===== config.mk =====
export PLATFORM = sky130hd
export DESIGN_NAME = irq_controller
export DESIGN_NICKNAME = d
export VERILOG_FILES = /design/src/rtl/irq_ctrl_pkg.sv /design/src/rtl/irq_priority_enc.sv /design/src/rtl/irq_controller.sv
export SDC_FILE = /design/constraint.sdc
export NUM_CORES = 1
export LEC_CHECK = 0
export BUFFER_PORTS_ARGS = -buffer_cell sky130_fd_sc_hd__buf_4
export CAP_MARGIN = 10
export CORE_MARGIN = 2
export CORE_UTILIZATION = 50
export CTS_CLUSTER_SIZE = 24
export DETAILED_ROUTE_END_ITERATION = 6
export MAX_ROUTING_LAYER = met4
export PLACE_DENSITY = 0.82
export SLEW_MARGIN = 20
export SYNTH_ARGS = -nofsm -noshare
export SYNTH_HDL_FRONTEND = slang
export SYNTH_SLANG_ARGS = --single-unit

===== constraint.sdc =====
create_clock -name clk -period 3.45 [get_ports clk]
set_input_delay 0.1725 -clock clk [delete_from_list [all_inputs] [get_ports clk]]
set_output_delay 0.1725 -clock clk [all_outputs]
set_load 0.1 [all_outputs]

===== src/rtl/irq_ctrl_pkg.sv =====
// Shared definitions for the interrupt controller: FSM state encoding,
// register map addresses and the vector address helper.
package irq_ctrl_pkg;

    typedef enum logic [1:0] {
        ST_IDLE    = 2'd0,
        ST_REQUEST = 2'd1,
        ST_SERVICE = 2'd2
    } irq_state_e;

    localparam logic [1:0] ADDR_MASK       = 2'd0;
    localparam logic [1:0] ADDR_PENDING    = 2'd1;
    localparam logic [1:0] ADDR_IN_SERVICE = 2'd2;
    localparam logic [1:0] ADDR_ID         = 2'd3;

    localparam int ID_W = 3;

    // Handler address for a channel; the sum deliberately wraps at 16 bits.
    function automatic logic [15:0] calc_vector(input logic [15:0]   base,
                                                input logic [ID_W-1:0] id,
                                                input int unsigned   stride);
        logic [31:0] offs;
        offs = 32'(id) * 32'(stride);
        return base + offs[15:0];
    endfunction

endpackage


===== src/rtl/irq_priority_enc.sv =====
// Fixed-priority encoder: the lowest-index active request wins.
module irq_priority_enc
    import irq_ctrl_pkg::*;
#(
    parameter int NUM_IRQ = 4
) (
    input  logic [NUM_IRQ-1:0] req_i,
    output logic               valid_o,
    output logic [ID_W-1:0]    id_o
);

    // Scan from the top down so the lowest active index is the last one written.
    always_comb begin
        valid_o = 1'b0;
        id_o    = '0;
        for (int i = NUM_IRQ - 1; i >= 0; i--) begin
            if (req_i[i]) begin
                valid_o = 1'b1;
                id_o    = ID_W'(i);
            end
        end
    end

endmodule


===== src/rtl/irq_controller.sv =====
// Interrupt controller: per-channel edge/level capture, mask, fixed-priority
// arbitration and a request/acknowledge/end-of-interrupt handshake with the CPU.
//
//   state      | meaning
//   -----------+------------------------------------------------------------
//   ST_IDLE    | no interrupt outstanding; arbitrate when gie=1
//   ST_REQUEST | irq_req high, winner id/vector frozen until ack or abort
//   ST_SERVICE | handler running, no nesting; wait for irq_eoi
module irq_controller
    import irq_ctrl_pkg::*;
#(
    parameter int          NUM_IRQ       = 4,
    parameter logic [7:0]  EDGE_MASK     = 8'h00,
    parameter logic [15:0] VECTOR_BASE   = 16'h0008,
    parameter int unsigned VECTOR_STRIDE = 2
) (
    input  logic               clk,
    input  logic               reset,
    input  logic [NUM_IRQ-1:0] irq_in,
    input  logic               gie,
    input  logic               irq_ack,
    input  logic               irq_eoi,
    input  logic [1:0]         reg_addr,
    input  logic               reg_we,
    input  logic [7:0]         reg_wdata,
    output logic [7:0]         reg_rdata,
    output logic               irq_req,
    output logic [15:0]        irq_vector,
    output logic [NUM_IRQ-1:0] irq_clr
);

    localparam logic [NUM_IRQ-1:0] EDGE_SEL = EDGE_MASK[NUM_IRQ-1:0];

    irq_state_e         state_q, state_d;
    logic [NUM_IRQ-1:0] mask_q, mask_d;
    logic [NUM_IRQ-1:0] pending_q, pending_d;
    logic [NUM_IRQ-1:0] in_service_q, in_service_d;
    logic [NUM_IRQ-1:0] irq_prev_q;
    logic [NUM_IRQ-1:0] irq_clr_q, irq_clr_d;
    logic [ID_W-1:0]    id_q, id_d;
    logic [15:0]        vector_q, vector_d;

    logic [NUM_IRQ-1:0] eligible;
    logic [NUM_IRQ-1:0] set_vec;
    logic [NUM_IRQ-1:0] w1c_vec;
    logic [NUM_IRQ-1:0] id_onehot;
    logic               enc_valid;
    logic [ID_W-1:0]    enc_id;
    logic               latched_eligible;
    logic               launch;
    logic               take_ack;
    logic               eoi_done;
    logic [7:0]         rd_mux;
    logic               unused_wdata;

    // Upper write-data bits only matter for wider configurations.
    assign unused_wdata = ^reg_wdata;

    assign eligible = pending_q & mask_q;
    assign set_vec  = (EDGE_SEL & irq_in & ~irq_prev_q) | (~EDGE_SEL & irq_in);
    assign w1c_vec  = (reg_we && reg_addr == ADDR_PENDING) ? reg_wdata[NUM_IRQ-1:0] : '0;

    irq_priority_enc #(
        .NUM_IRQ (NUM_IRQ)
    ) u_prio (
        .req_i   (eligible),
        .valid_o (enc_valid),
        .id_o    (enc_id)
    );

    // One-hot decode of the latched id, used for clear, in-service and eligibility.
    always_comb begin
        id_onehot = '0;
        for (int i = 0; i < NUM_IRQ; i++) begin
            if (id_q == ID_W'(i)) id_onehot[i] = 1'b1;
        end
    end

    assign latched_eligible = |(eligible & id_onehot);

    // FSM state register.
    always_ff @(posedge clk or posedge reset) begin
        if (reset) state_q <= ST_IDLE;
        else       state_q <= state_d;
    end

    // FSM next-state logic; an abort in REQUEST takes precedence over an ack.
    always_comb begin
        state_d = state_q;
        case (state_q)
            ST_IDLE: begin
                if (gie && enc_valid) state_d = ST_REQUEST;
            end
            ST_REQUEST: begin
                if (!gie || !latched_eligible) state_d = ST_IDLE;
                else if (irq_ack)               state_d = ST_SERVICE;
            end
            ST_SERVICE: begin
                if (irq_eoi) state_d = ST_IDLE;
            end
            default: state_d = ST_IDLE;
        endcase
    end

    assign launch   = (state_q == ST_IDLE)    && (state_d == ST_REQUEST);
    assign take_ack = (state_q == ST_REQUEST) && (state_d == ST_SERVICE);
    assign eoi_done = (state_q == ST_SERVICE) && (state_d == ST_IDLE);

    // FSM outputs; the vector is only driven while the request is up.
    always_comb begin
        irq_req    = (state_q == ST_REQUEST);
        irq_vector = (state_q == ST_REQUEST) ? vector_q : 16'h0000;
        irq_clr    = irq_clr_q;
    end

    // Register-file and capture next-state; a new set beats any clear in the same cycle.
    always_comb begin
        mask_d = mask_q;
        if (reg_we && reg_addr == ADDR_MASK) mask_d = reg_wdata[NUM_IRQ-1:0];

        pending_d = (pending_q & ~w1c_vec & ~(take_ack ? id_onehot : '0)) | set_vec;

        in_service_d = in_service_q;
        if (take_ack)      in_service_d = id_onehot;
        else if (eoi_done) in_service_d = '0;

        irq_clr_d = take_ack ? id_onehot : '0;
        id_d      = launch ? enc_id : id_q;
        vector_d  = launch ? calc_vector(VECTOR_BASE, enc_id, VECTOR_STRIDE) : vector_q;
    end

    // Datapath registers.
    always_ff @(posedge clk or posedge reset) begin
        if (reset) begin
            mask_q       <= '0;
            pending_q    <= '0;
            in_service_q <= '0;
            irq_prev_q   <= '0;
            irq_clr_q    <= '0;
            id_q         <= '0;
            vector_q     <= '0;
        end else begin
            mask_q       <= mask_d;
            pending_q    <= pending_d;
            in_service_q <= in_service_d;
            irq_prev_q   <= irq_in;
            irq_clr_q    <= irq_clr_d;
            id_q         <= id_d;
            vector_q     <= vector_d;
        end
    end

    // Combinational register read mux, unused bits zero.
    always_comb begin
        rd_mux = '0;
        case (reg_addr)
            ADDR_MASK:       rd_mux[NUM_IRQ-1:0] = mask_q;
            ADDR_PENDING:    rd_mux[NUM_IRQ-1:0] = pending_q;
            ADDR_IN_SERVICE: rd_mux[NUM_IRQ-1:0] = in_service_q;
            ADDR_ID:         rd_mux = {|in_service_q, 4'b0000, id_q};
            default:         rd_mux = '0;
        endcase
        reg_rdata = rd_mux;
    end

endmodule


Yosys cells after proc, flatten, opt, wreduce, memory -nomap -nowiden
Index checks and enable logic that the tools add are counted.
{"block": "totals", "regBits": 37, "in_bits": 20, "out_inout_bits": 29, "elab_cells": 65}
{"block": "classes", "add_sub_neg": 1, "eq_ne": 10, "muxes": 24, "bitwise": 7, "n_reduce_logical": 16}
{"op": "$mux 4", "n": 5}
{"op": "$and 4x4->4", "n": 4}
{"op": "$mux 16", "n": 1}
{"op": "$mux 2", "n": 8}
{"op": "$pmux 4 s4", "n": 1}
{"op": "$eq 2x2->1 const B", "n": 4}
{"op": "$mux 1", "n": 8}
{"op": "$not 4->4", "n": 2}
{"op": "$reduce_or 4->1", "n": 2}
{"op": "$eq 2x1->1 const B", "n": 3}
{"op": "$eq 3x2->1 const B", "n": 2}
{"op": "$logic_and 1x1->1", "n": 6}
{"op": "$logic_not 2->1", "n": 3}
{"op": "$pmux 2 s3", "n": 1}
{"op": "$add 4x4->5 const A", "n": 1}
{"op": "$or 4x4->4", "n": 1}
{"op": "$eq 3x1->1 const B", "n": 1}
{"op": "$logic_not 3->1", "n": 1}
{"op": "$logic_not 1->1", "n": 2}
{"op": "$reduce_bool 2->1", "n": 1}
{"op": "$logic_or 1x1->1", "n": 1}

Depth between registers and ports, before layout
Gate-level depths: netlist of run 1.
{"block": "logic_depth", "depth_word": 14, "depth_mapped": 5, "mapped_depth_nobuf": 4}

Cells and area by module
Synthesis of run 1 repeated with hierarchy kept, for this count alone.
{"block": "unflattened", "cells_unflattened": 122, "hier_area_um2": 1287.5}
{"mod": "irq_controller", "instances": 1, "cells_per_inst": 113, "area_per_inst_um2": 1241.2, "seq_area_each_um2": 550.5}
{"mod": "irq_priority_enc", "instances": 1, "cells_per_inst": 9, "area_per_inst_um2": 46.3, "seq_area_each_um2": 0.0}

Worst setup path before layout of run 1
OpenSTA, ideal clock, no wires.
{"block": "synth_timing", "kind": "input -> output", "startpoint": "in reg_addr[1]", "endpoint": "out reg_rdata[2]", "arrival_ns": 2.554, "required_time_ns": 3.277, "slack_ns": 0.724, "stages": 3, "path_buffers": 1, "cell_sequence": "buf_2 > mux2i_1 > o21ai_0"}
{"block": "synth_between", "elab_chain_cells": 2, "elab_cells_between_ends": 5, "classes_between": "eq/ne (3); mux (1); reduce/logical (1)"}
{"element": "start: declaration", "line": "irq_controller.sv:23", "text": "input logic [1:0] reg_addr,"}
{"element": "$eq 2x2->1, or another cell as far along", "line": "irq_controller.sv:156", "text": "case (reg_addr)"}
{"element": "$pmux 4 s4 (*)", "line": "irq_controller.sv:156"}
{"element": "end: declaration", "line": "irq_controller.sv:26", "text": "output logic [7:0] reg_rdata,"}
Mark *: on every way between the ends. The rest lies on a longest branch, timed or not.

==> results by group, run 1 <==
Logic synthesis
  – Post-synth ARST share: 100%
  – Synthesized area: 1160 um^2
  – Area leader, netlist: dfrtp_1
  – Seq cells post-synth: 21
  – Seq/Total Area, Yosys: 45.4%
  – Ys Warns: 0
  – Netlist cell types: 34
  – Synth Area per Inst: ~11 um^2
  – Post-Syn Instances: 110
  – Dominant cells by area after synthesis: dfrtp_1, buf_4, nand2_1
  – EDFF count, synth: 0
  – Synth Flop Type: dfrtp_1
  – Synth top area share: 45.4%

STA
  – Slew headroom: 49.7%
  – Setup_tns: 0 ns
  – Slew Limit Fails: 0
  – Max Freq: 589 MHz
  – Min Tclk post-route: 1.70 ns
  – Worst-margin pin slew: 0.754 ns
  – Final hold vios: 12
  – Final Cycle Share: 49.2%
  – Unrepaired setup endpoints after global routing: no
  – Worst Hold Slack: -0.00160 ns
  – Setup Viol. Count Final: 0
  – Final setup skew: 0.00325 ns

Route
  – Drt first pass iters: 4
  – First DRT Iteration DRCs: 9
  – Via count: roughly 900
  – DR vias/cell: 5.31
  – Post-route DRC: 0
  – Post-DRT Antenna Nets: 0
  – Final wirelength: 2220 um
  – Routed WL per cell: 13.3 um

Power and ir drop
  – P_leak: 0.709 nW
  – Sw frac: 51.9%
  – Clock power share: 11.6%
  – Cell Pwr Density: 732 nW/um^2
  – Internal: 0.477 mW
  – Logic pwr share: 53.4%
  – Switching Power: ~0.52 mW
  – Total chip power: 0.993 mW
  – Worst IR Drop VDD: ~530 uV
  – Sequential share of power: between 30% and 40%

Worst setup path
  – RR Endpoint: in_service_q[2]$_DFFE_PP0P_
  – Cells on worst reg2reg path: 4
  – CP max-delay cell: mux4_2
  – Startpoint class of the critical path: flip-flop
  – R2R setup slack: 1.99 ns
  – Crit path required time: ~3.3 ns
  – CP Cell Sequence: mux4_2 -> buf_4
  – RR Startpoint: vector_q[2]$_DFFE_PP0P_
  – Crit path largest cell delay: 0.49 ns
  – Crit Path Max Fanout: 8
  – Worst setup path start: vector_q[2]$_DFFE_PP0P_
  – Setup crit end: reg_rdata[1]
  – Crit path kind: flip-flop to output pin
  – CP Capture Type: output pin
  – Critical Path AT: 1.53 ns

Clocking
  – Clock Latency Late Sink: 0.30 ns
  – CTS Buf Count: 3
  – Cts-stage hold buffer count: 0
  – Root buffer cell: clkbuf_4
  – Post-CTS sizing: 0
  – Total clock sinks: 21
  – CTS tree: built
  – CTS Buffer Depth: 2
  – H-Tree Depth: 1
  – Setup bufs post-CTS: 0
  – Clk slew on worst S/H paths: 0.11 ns

Global route
  – Initial antenna violation count: 0
  – Total track usage: 18.7%
  – GR Overflow Total: 0
  – Pin count of the biggest net entering global routing: 22
  – Number of global-route vias before repair: between 700 and 800
  – Global-route wire length before repair: 3530 um

Layout
  – Post-Layout Cell Count: 167
  – Layout net count: between 150 and 200
  – Util after Layout: 62.0%
  – Fraction of layout cells with a size suffix above 1: 30.2%
  – Syn-to-layout area delta: 17.2%
  – N_diodes: 0

Status
  – Violated checks: negative hold slack
  – Outcome: complete, but fails checks

Floorplanning
  – Core ar.: 2190 um^2
  – Num ports: 49
  – Die H: 52.1 um
  – Die Wd: 52.1 um
  – Die area: 2720 um^2
  – Core Rows: 17
  – Initial Util: 52.9%

Placed design
  – Routability Congestion: 0.754
  – Placed Instances: 163
  – Placed wire-length estimate: 1750 um
  – Port buffer count: 28

Run
  – Max-cap violation count: 0

Hold path
  – Hold Crit Class: input port to asynchronous set/reset pin
-- flip-flops by register name (all words and copies together) (netlist names) --
name,flops
id_q,1
mask_q,4
irq_clr,4
in_service_q,4
pending_q,4
vector_q,2
state_q,2
-- cells by family (layout without fill, tap and decap cells) --
group           after synthesis  in the layout  synth area share [%]
flops                        21             21                  45.4
compound gates               15             15                  9.72
other cells                   1             16                 0.324
mux                          10             10                  11.3
simple gates                 41             41                  20.8
buf+inv                      22             36                  12.4
-- per-stage QoR --
step                      hold WS (ns)  cell area [um^2]  setup WS [ns]
after floorplan                  0.149              1210          0.724
after global placement           0.343              1330           2.06
after detailed placement         0.351              1330           1.99
after CTS                       0.0281              1360           1.75
after global routing            0.0441              1360           1.69
final                         -0.00160              1360           1.75
-- worst max-delay path, delay by kind of cell (launching register included) --
kind     cells  cell delay, ns
buf+inv      1            0.25
flops        1            0.48
mux          1            0.49
-- routing by layer --
layer	vias up	track usage (%)	wire length, um
met5	-	-	0
met1	424	22.3	902
met4	0	8.12	48
li1	408	-	-
met3	7	4.31	186
met2	48	30.6	1080
-- cells in the final DEF, fill, tap and decap left out, types with 2 or more instances in the layout --
cell / netlist / final
mux4_2: 2 / 2
o21bai_1: 4 / 4
and2_1: 3 / 3
a21o_1: 4 / 4
nor2_1: 5 / 5
mux2_1: 2 / 2
dfrtp_1: 21 / 21
mux2_2: 3 / 3
nand4b_1: 2 / 2
buf_4: 16 / 28
o21ai_0: 2 / 2
conb_1: 1 / 16
inv_1: 4 / 4
nand2_1: 18 / 18
nand4_1: 2 / 2
clkbuf_4: 0 / 3
mux2i_1: 3 / 3
-- area by class of cell --
class | instances | area [um^2]
Timing Repair Buffer | 28 | 210
Clock buffer | 4 | 26.3
Tap cell | 28 | 35.0
Multi-Input combinational cell | 82 | 546
Sequential cell | 21 | 526
Fill cell | 180 | 833
Inverter | 4 | 15.0
-- cell usage after synthesis (2+ instances only) --
library cell  count
o21ai_0           2
inv_1             4
nand2_1          18
mux2i_1           3
o21bai_1          4
mux4_2            2
buf_4            16
a21o_1            4
nor2_1            5
nand4_1           2
nand4b_1          2
and2_1            3
mux2_1            2
dfrtp_1          21
mux2_2            3
-- worst min path at each step --
stage,slack (ns),endpoint,depth (start not counted),start
4_1_cts,0.03,state_q[0]$_DFF_PP0_,2,reset
5_1_grt,0.04,state_q[1]$_DFF_PP0_,2,irq_eoi
2_1_floorplan,0.15,id_q[0]$_DFFE_PP0P_,1,reset
6_report,-0.002,in_service_q[0]$_DFFE_PP0P_,2,reset
3_5_place_dp,0.35,state_q[0]$_DFF_PP0_,2,reset
3_3_place_gp,0.34,state_q[0]$_DFF_PP0_,2,reset
-- power by group through the flow --
stage / Combinational [mW] / Clock [mW] / Sequential, mW
after floorplan: 0.455 / 0 / 0.341
after global placement: 0.527 / 0 / 0.346
after detailed placement: 0.532 / 0 / 0.351
after CTS: 0.533 / 0.116 / 0.346
after global routing: 0.553 / 0.128 / 0.355
final: 0.531 / 0.115 / 0.348
Note: power is estimated with default switching activity, not from simulation.
==> run 2: changes to the inputs <==
Settings changed: ABC_AREA set to 1, CORE_UTILIZATION 50 to 43, PLACE_DENSITY 0.82 to 0.74.
Clock period 3.45 ns to 1.5 ns, I/O delays scaled along.
==> results by group, run 2 <==
Logic synthesis
  – Synth Flop Type: dfrtp_1
  – Synth top area share: 41.7% (-3.6 points)
  – Post-synth ARST share: 100% (unchanged)
  – Synthesized area: 1260 um^2 (+8.6%)
  – Seq/Total Area, Yosys: 41.7% (-3.6 points)
  – Netlist cell types: 22 (-35%)
  – Synth Area per Inst: 7.82 um^2 (-26%)
  – Most frequent cell after synthesis: nand2_1
  – Top cells by count, synth: nand2_1, inv_1, dfrtp_1, buf_4, nand3_1
  – Area leader, netlist: dfrtp_1
  – Seq cells post-synth: 21 (unchanged)
  – EDFF count, synth: 0 (unchanged)
  – Dominant cells by area after synthesis: dfrtp_1, nand2_1, buf_4
  – Ys Warns: 0 (unchanged)
  – Post-Syn Instances: 161 (+46%)

Route
  – Post-DRT Antenna Nets: 0 (unchanged)
  – Post-route DRC: 0 (unchanged)
  – Routed WL per cell: 11.4 um (-14%)
  – First DRT Iteration DRCs: 30 (+21)
  – Final wirelength: 2630 um (+19%)
  – Via count: 1085 (+22%)
  – DR vias/cell: 4.72 (-11%)
  – Drt first pass iters: 4 (unchanged)

Worst setup path
  – Startpoint class of the critical path: flip-flop
  – CP max-delay cell: dfrtp_1
  – Buf+Inv Stages, Crit Path: 2 (+1)
  – CP Capture Type: output pin
  – Crit path largest cell delay: 0.43 ns (-0.06 ns)
  – Cells on worst reg2reg path: 8 (+4)
  – Crit path kind: flip-flop to output pin
  – CP Cell Sequence: inv_2 -> o2111ai_2 -> buf_4
  – Crit Path Max Fanout: 4 (-4)
  – Critical Path AT: 1.32 ns (-0.21 ns)
  – R2R setup slack: 0.16 ns (-1.83 ns)
  – CP top delay family: flip-flops
  – RR Endpoint: pending_q[1]$_DFF_PP0_
  – RR Startpoint: vector_q[2]$_DFFE_PP0P_
  – Crit path required time: 1.42 ns (-1.86 ns)

STA
  – Slew Limit Fails: 0 (unchanged)
  – Min Tclk post-route: approximately 1.4 ns
  – Max Freq: 718 MHz
  – Final hold vios: 0 (-12)
  – Setup Viol. Count Final: 0 (unchanged)
  – Worst Hold Slack: 0.0471 ns (+0.0487 ns)
  – Final Cycle Share: 92.8%
  – Unrepaired setup endpoints after global routing: no
  – Final setup skew: 0.00703 ns (+0.00378 ns)

Layout
  – Most common cell after layout, fill and taps aside: nand2_1
  – Commonest cells after routing, fill and taps aside: nand2_1, inv_1, buf_4
  – Syn-to-layout area delta: 25.0%
  – Fill cells: 273 (+52%)
  – Register Area: 526 um^2 (unchanged)
  – Area of the multi-input gates: 581 um^2 (+6.4%)
  – N_diodes: 0 (unchanged)
  – Layout net count: 220 (+38%)
  – Fraction of layout cells with a size suffix above 1: 28.1% (-2.1 points)
  – Post-Layout Cell Count: 230 (+38%)

Floorplanning
  – Core ar.: 2760 um^2 (+26%)
  – Die Wd: 58.1 um (+11%)
  – Die H: 58.1 um (+11%)
  – Core Rows: 19 (+2)
  – Initial Util: 45.6% (-7.2 points)
  – Die area: 3380 um^2 (+24%)
  – Num ports: 49 (unchanged)

Clocking
  – CTS tree: built
  – Total clock sinks: 21 (unchanged)
  – H-Tree Depth: 1 (unchanged)
  – Clk slew on worst S/H paths: 0.11 ns (about the same)
  – CTS Buffer Depth: 2 (unchanged)
  – Clock Latency Late Sink: 0.30 ns (about the same)
  – CTS Buf Count: 3 (unchanged)
  – Root buffer cell: clkbuf_4

Placed design
  – Placed wire-length estimate: 2090 um (+19%)
  – Port buffer count: 28 (unchanged)
  – Placed Instances: 220 (+35%)
  – Routability Congestion: 0.902 (+20%)

Global route
  – Initial antenna violation count: 0 (unchanged)
  – Total track usage: 19.0% (+0.23 points)
  – GR Overflow Total: 0 (unchanged)
  – Number of global-route vias before repair: 1060 (+35%)
  – Pin count of the biggest net entering global routing: 22 (unchanged)
  – Global-route wire length before repair: 4650 um (+32%)

Hold path
  – Hold Crit Class: input port to flip-flop
  – HP Start: reg_wdata[0]
  – Number of cells on the worst hold path: 3
  – WHS Endpoint: mask_q[0]$_DFFE_PP0P_

Power and ir drop
  – Cell Pwr Density: 1470 nW/um^2 (+100%)
  – Worst IR Drop VDD: 934 uV (+78%)
  – P_leak: 0.917 nW (+29%)

Run
  – Max-cap violation count: 0 (unchanged)

Status
  – Outcome: finished clean
run 2: cell types whose count changed after synthesis, sizes merged, moves of 3 or more:
cell,previous run,this run
nand4,2,5
mux2,5,0
o21ai,2,10
and2,3,0
inv,4,29
a21o,4,0
mux2i,3,0
nand2,18,47
nand3,2,11
nor2,5,14
o21bai,4,0
run 2: worst max path at each step:
stage,startpoint,to,slack (ns),cells past startpoint
2_1_floorplan,in_service_q[1]$_DFFE_PP0P_,reg_rdata[7],-0.43,2
3_3_place_gp,vector_q[2]$_DFFE_PP0P_,pending_q[1]$_DFF_PP0_,0.21,8
3_5_place_dp,state_q[1]$_DFF_PP0_,pending_q[1]$_DFF_PP0_,0.14,6
4_1_cts,state_q[1]$_DFF_PP0_,irq_vector[3],0.04,4
5_1_grt,vector_q[2]$_DFFE_PP0P_,reg_rdata[1],0.03,3
6_report,id_q[0]$_DFFE_PP0P_,reg_rdata[0],0.11,3
run 2: kinds of logic (layout without fill, tap and decap cells):
kind of cell / count (synthesis) / in the layout / synth area share, %
flops: 21 / 21 / 41.7
other cells: 1 / 16 / 0.298
simple gates: 78 / 78 / 31.8
compound gates: 16 / 16 / 7.95
buf+inv: 45 / 68 / 18.2
run 2: area by class of cell:
cell class | count | area share [%]
multi-input combinational | 110 | 36.9
sequential | 21 | 33.4
tap | 31 | 2.47
clock buffer | 4 | 1.67
inverter | 29 | 6.92
timing repair buffer | 35 | 18.6
run 2: worst reg2reg max path, cell delays in order (launching register included):
cell	delay (ns)
dfrtp_1	0.43
inv_2	0.11
nand2_1	0.08
nor2_2	0.13
nor2_4	0.06
nand2_4	0.11
nand4_2	0.16
nand2_1	0.10
nand2_1	0.05
run 2: layer usage:
| metal | up-vias | part of all wire [%] | global-route usage, % |
|---|---|---|---|
| met5 | - | 0 | - |
| met4 | 0 | 1.6 | 6.98 |
| met3 | 5 | 5.1 | 2.90 |
| met2 | 36 | 47 | 30.4 |
| met1 | 497 | 46 | 24.3 |
| li1 | 547 | - | - |
run 2: per-stage QoR:
| step | TNS, ns | worst slack [ns] | total power [mW] | cell area (um^2) | utilization [%] |
|---|---|---|---|---|---|
| detailed placement | 0 | 0.142 | 2.03 | 1470 | 53.2 |
| floorplan | -1.68 | -0.432 | 1.83 | 1330 | - |
| CTS | 0 | 0.0387 | 2.31 | 1550 | 56.3 |
| finish | 0 | 0.108 | 2.32 | 1570 | 57.0 |
| global route | 0 | 0.0334 | 2.48 | 1570 | 57.0 |
| global placement | 0 | 0.212 | 2.01 | 1470 | 53.2 |
run 2: what timing repair did:
action / CTS / global route
setup buffers: 0 / 0
resized for setup: 0 / 6
hold endpoints to repair: 26 / 0
hold buffers: 6 / 0
setup endpoints to repair: 0 / 4
run 2: power breakdown:
group          total (mW)  internal (mW)  switching (mW)
clock network       0.262          0.104           0.158
registers           0.751          0.662          0.0897
logic                1.31          0.301            1.00
==> run 3: changes to the inputs <==
Settings changed: CORE_ASPECT_RATIO set to 0.7, SETUP_SLACK_MARGIN set to 0.3.
==> results by group, run 3 (synthesis results as in run 2) <==
Clocking
  – CTS Buf Count: 3 (unchanged)
  – Clk slew on worst S/H paths: 0.08 ns (-0.03 ns)
  – H-Tree Depth: 1 (unchanged)
  – CTS Buffer Depth: 2 (unchanged)
  – CTS tree: built
  – Total clock sinks: 21 (unchanged)
  – Root buffer cell: clkbuf_8
  – Clock Latency Late Sink: 0.27 ns (-0.03 ns)

STA
  – Max Freq: 728 MHz (+1.3%)
  – Unrepaired setup endpoints after global routing: yes
  – Final hold vios: 0 (unchanged)
  – Final WS setup: 0.126 ns (+0.0183 ns)
  – Min Tclk post-route: 1.37 ns (-0.0183 ns)
  – Slew Limit Fails: 0 (unchanged)
  – Final Cycle Share: 91.6% (-1.2 points)
  – Setup Viol. Count Final: 0 (unchanged)
  – Final setup skew: 0.00142 ns (-0.00561 ns)

Floorplanning
  – Die area: 3380 um^2 (+0.20%)
  – Num ports: 49 (unchanged)
  – Core Rows: 16 (-3)
  – Core ar.: 2780 um^2 (+0.91%)
  – Die H: 49.3 um (-15%)
  – Die Wd: 68.7 um (+18%)
  – Initial Util: 45.2% (-0.41 points)

Layout
  – Fraction of layout cells with a size suffix above 1: 42.7% (+15 points)
  – Syn-to-layout area delta: 55.4%
  – Cell area after layout: 1960 um^2 (+24%)
  – Most common cell after layout, fill and taps aside: nand2_1
  – Post-Layout Cell Count: 249 (+8.3%)
  – Layout net count: 234 (+6.4%)
  – N_diodes: 0 (unchanged)
  – Util after Layout: 70.3% (+13 points)
  – Commonest cells after routing, fill and taps aside: nand2_1, buf_4, inv_1

Worst setup path
  – Crit Path Max Fanout: 6 (+2)
  – RR Endpoint: in_service_q[1]$_DFFE_PP0P_
  – Startpoint class of the critical path: flip-flop
  – R2R setup slack: 0.13 ns (-0.03 ns)
  – Crit path required time: 1.66 ns (+0.24 ns)
  – Critical Path AT: 1.53 ns (+0.21 ns)
  – CP Capture Type: flip-flop
  – Cells on worst reg2reg path: 8 (unchanged)
  – RR Startpoint: id_q[0]$_DFFE_PP0P_
  – Crit path kind: flip-flop to flip-flop

Route
  – Post-DRT Antenna Nets: 0 (unchanged)
  – Drt first pass iters: 5 (+1)
  – Routed WL per cell: 13.4 um (+17%)
  – DR vias/cell: 4.86 (+2.9%)
  – First DRT Iteration DRCs: 65 (+120%)
  – Post-route DRC: 0 (unchanged)
  – Final wirelength: 3330 um (+27%)
  – Via count: 1209 (+11%)

Power and ir drop
  – Worst IR Drop VDD: 885 uV (-5.2%)
  – P_leak: 1.01 nW (+11%)
  – Cell Pwr Density: 1560 nW/um^2 (+6.1%)
  – Total chip power: 3.06 mW (+32%)

Global route
  – Initial antenna violation count: 0 (unchanged)
  – GR Overflow Total: 0 (unchanged)
  – Number of global-route vias before repair: 1187 (+12%)
  – Pin count of the biggest net entering global routing: 22 (unchanged)
  – Global-route wire length before repair: 5300 um (+14%)
  – Total track usage: 21.6% (+2.7 points)

Placed design
  – Placed cell areas: 1500 um^2 (+2.4%)
  – Routability Congestion: 0.779 (-14%)
  – Placed wire-length estimate: 2180 um (+4.6%)
  – Pre-CTS setup slack: 0.177 ns (+0.0351 ns)
  – Port buffer count: 28 (unchanged)
  – Placed Instances: 225 (+2.3%)

Run
  – Max-cap violation count: 0 (unchanged)

Hold path
  – WHS Endpoint: mask_q[0]$_DFFE_PP0P_
  – Number of cells on the worst hold path: 3 (unchanged)
  – HP Start: reg_wdata[0]
  – Hold Crit Class: input port to flip-flop

Status
  – Outcome: finished clean
run 3: final cells by class:
| cell class | count | area, um^2 |
|---|---|---|
| fillers | 221 | 827 |
| multi-input cells | 110 | 741 |
| flip-flops and latches | 21 | 527 |
| repair buffers | 49 | 482 |
| inverters | 29 | 113 |
| well taps | 36 | 45.0 |
| clock buffers | 3 | 41.3 |
| clock inverters | 1 | 7.51 |
run 3: critical path, cell delays in order (launching register included):
cell and delay [ns]:
dfrtp_1 0.42, inv_2 0.14, nand2_4 0.08, nor2_4 0.13, nor2_2 0.06, nand2_4 0.15
nand3_4 0.12, nand3_1 0.09, nand2_1 0.06
run 3: worst max path at each step:
stage	from	endpoint	slack, ns	cells past startpoint
floorplan	in_service_q[3]$_DFFE_PP0P_	reg_rdata[3]	-0.42	2
global placement	vector_q[2]$_DFFE_PP0P_	pending_q[2]$_DFF_PP0_	0.21	8
detailed placement	vector_q[2]$_DFFE_PP0P_	pending_q[0]$_DFF_PP0_	0.18	8
CTS	vector_q[2]$_DFFE_PP0P_	pending_q[0]$_DFF_PP0_	0.20	8
global route	id_q[0]$_DFFE_PP0P_	in_service_q[1]$_DFFE_PP0P_	0.04	8
finish	id_q[0]$_DFFE_PP0P_	in_service_q[1]$_DFFE_PP0P_	0.13	8
run 3: per-stage QoR:
stage,hold WS [ns],TNS (ns)
2_1_floorplan,0.0515,-1.51
3_3_place_gp,0.125,0
3_5_place_dp,0.130,0
4_1_cts,0.0776,0
5_1_grt,0.0835,0
6_report,0.0795,0
run 3: what timing repair did:
| action | 4_1_cts | 5_1_grt |
|---|---|---|
| gates resized for setup | 35 | 20 |
| pin swaps | 8 | 13 |
| buffers inserted | 8 | 6 |
| setup endpoints to repair | 20 | 26 |
| hold buffers | 6 | 0 |
| endpoints found under the hold margin | 26 | 0 |
run 3: metal layers:
layer / part of all wire, % / GRT usage (%) / up-vias
met4: 1.9 / 5.33 / 0
met2: 52 / 34.8 / 54
met1: 40 / 26.1 / 571
met3: 6.1 / 6.93 / 8
met5: 0 / - / -
li1: - / - / 576
run 3: where the power goes:
group | switching, mW | internal, mW | total (mW)
clock | 0.203 | 0.188 | 0.391
combinational | 1.27 | 0.629 | 1.90
sequential | 0.109 | 0.663 | 0.772
total | 1.58 | 1.48 | 3.06
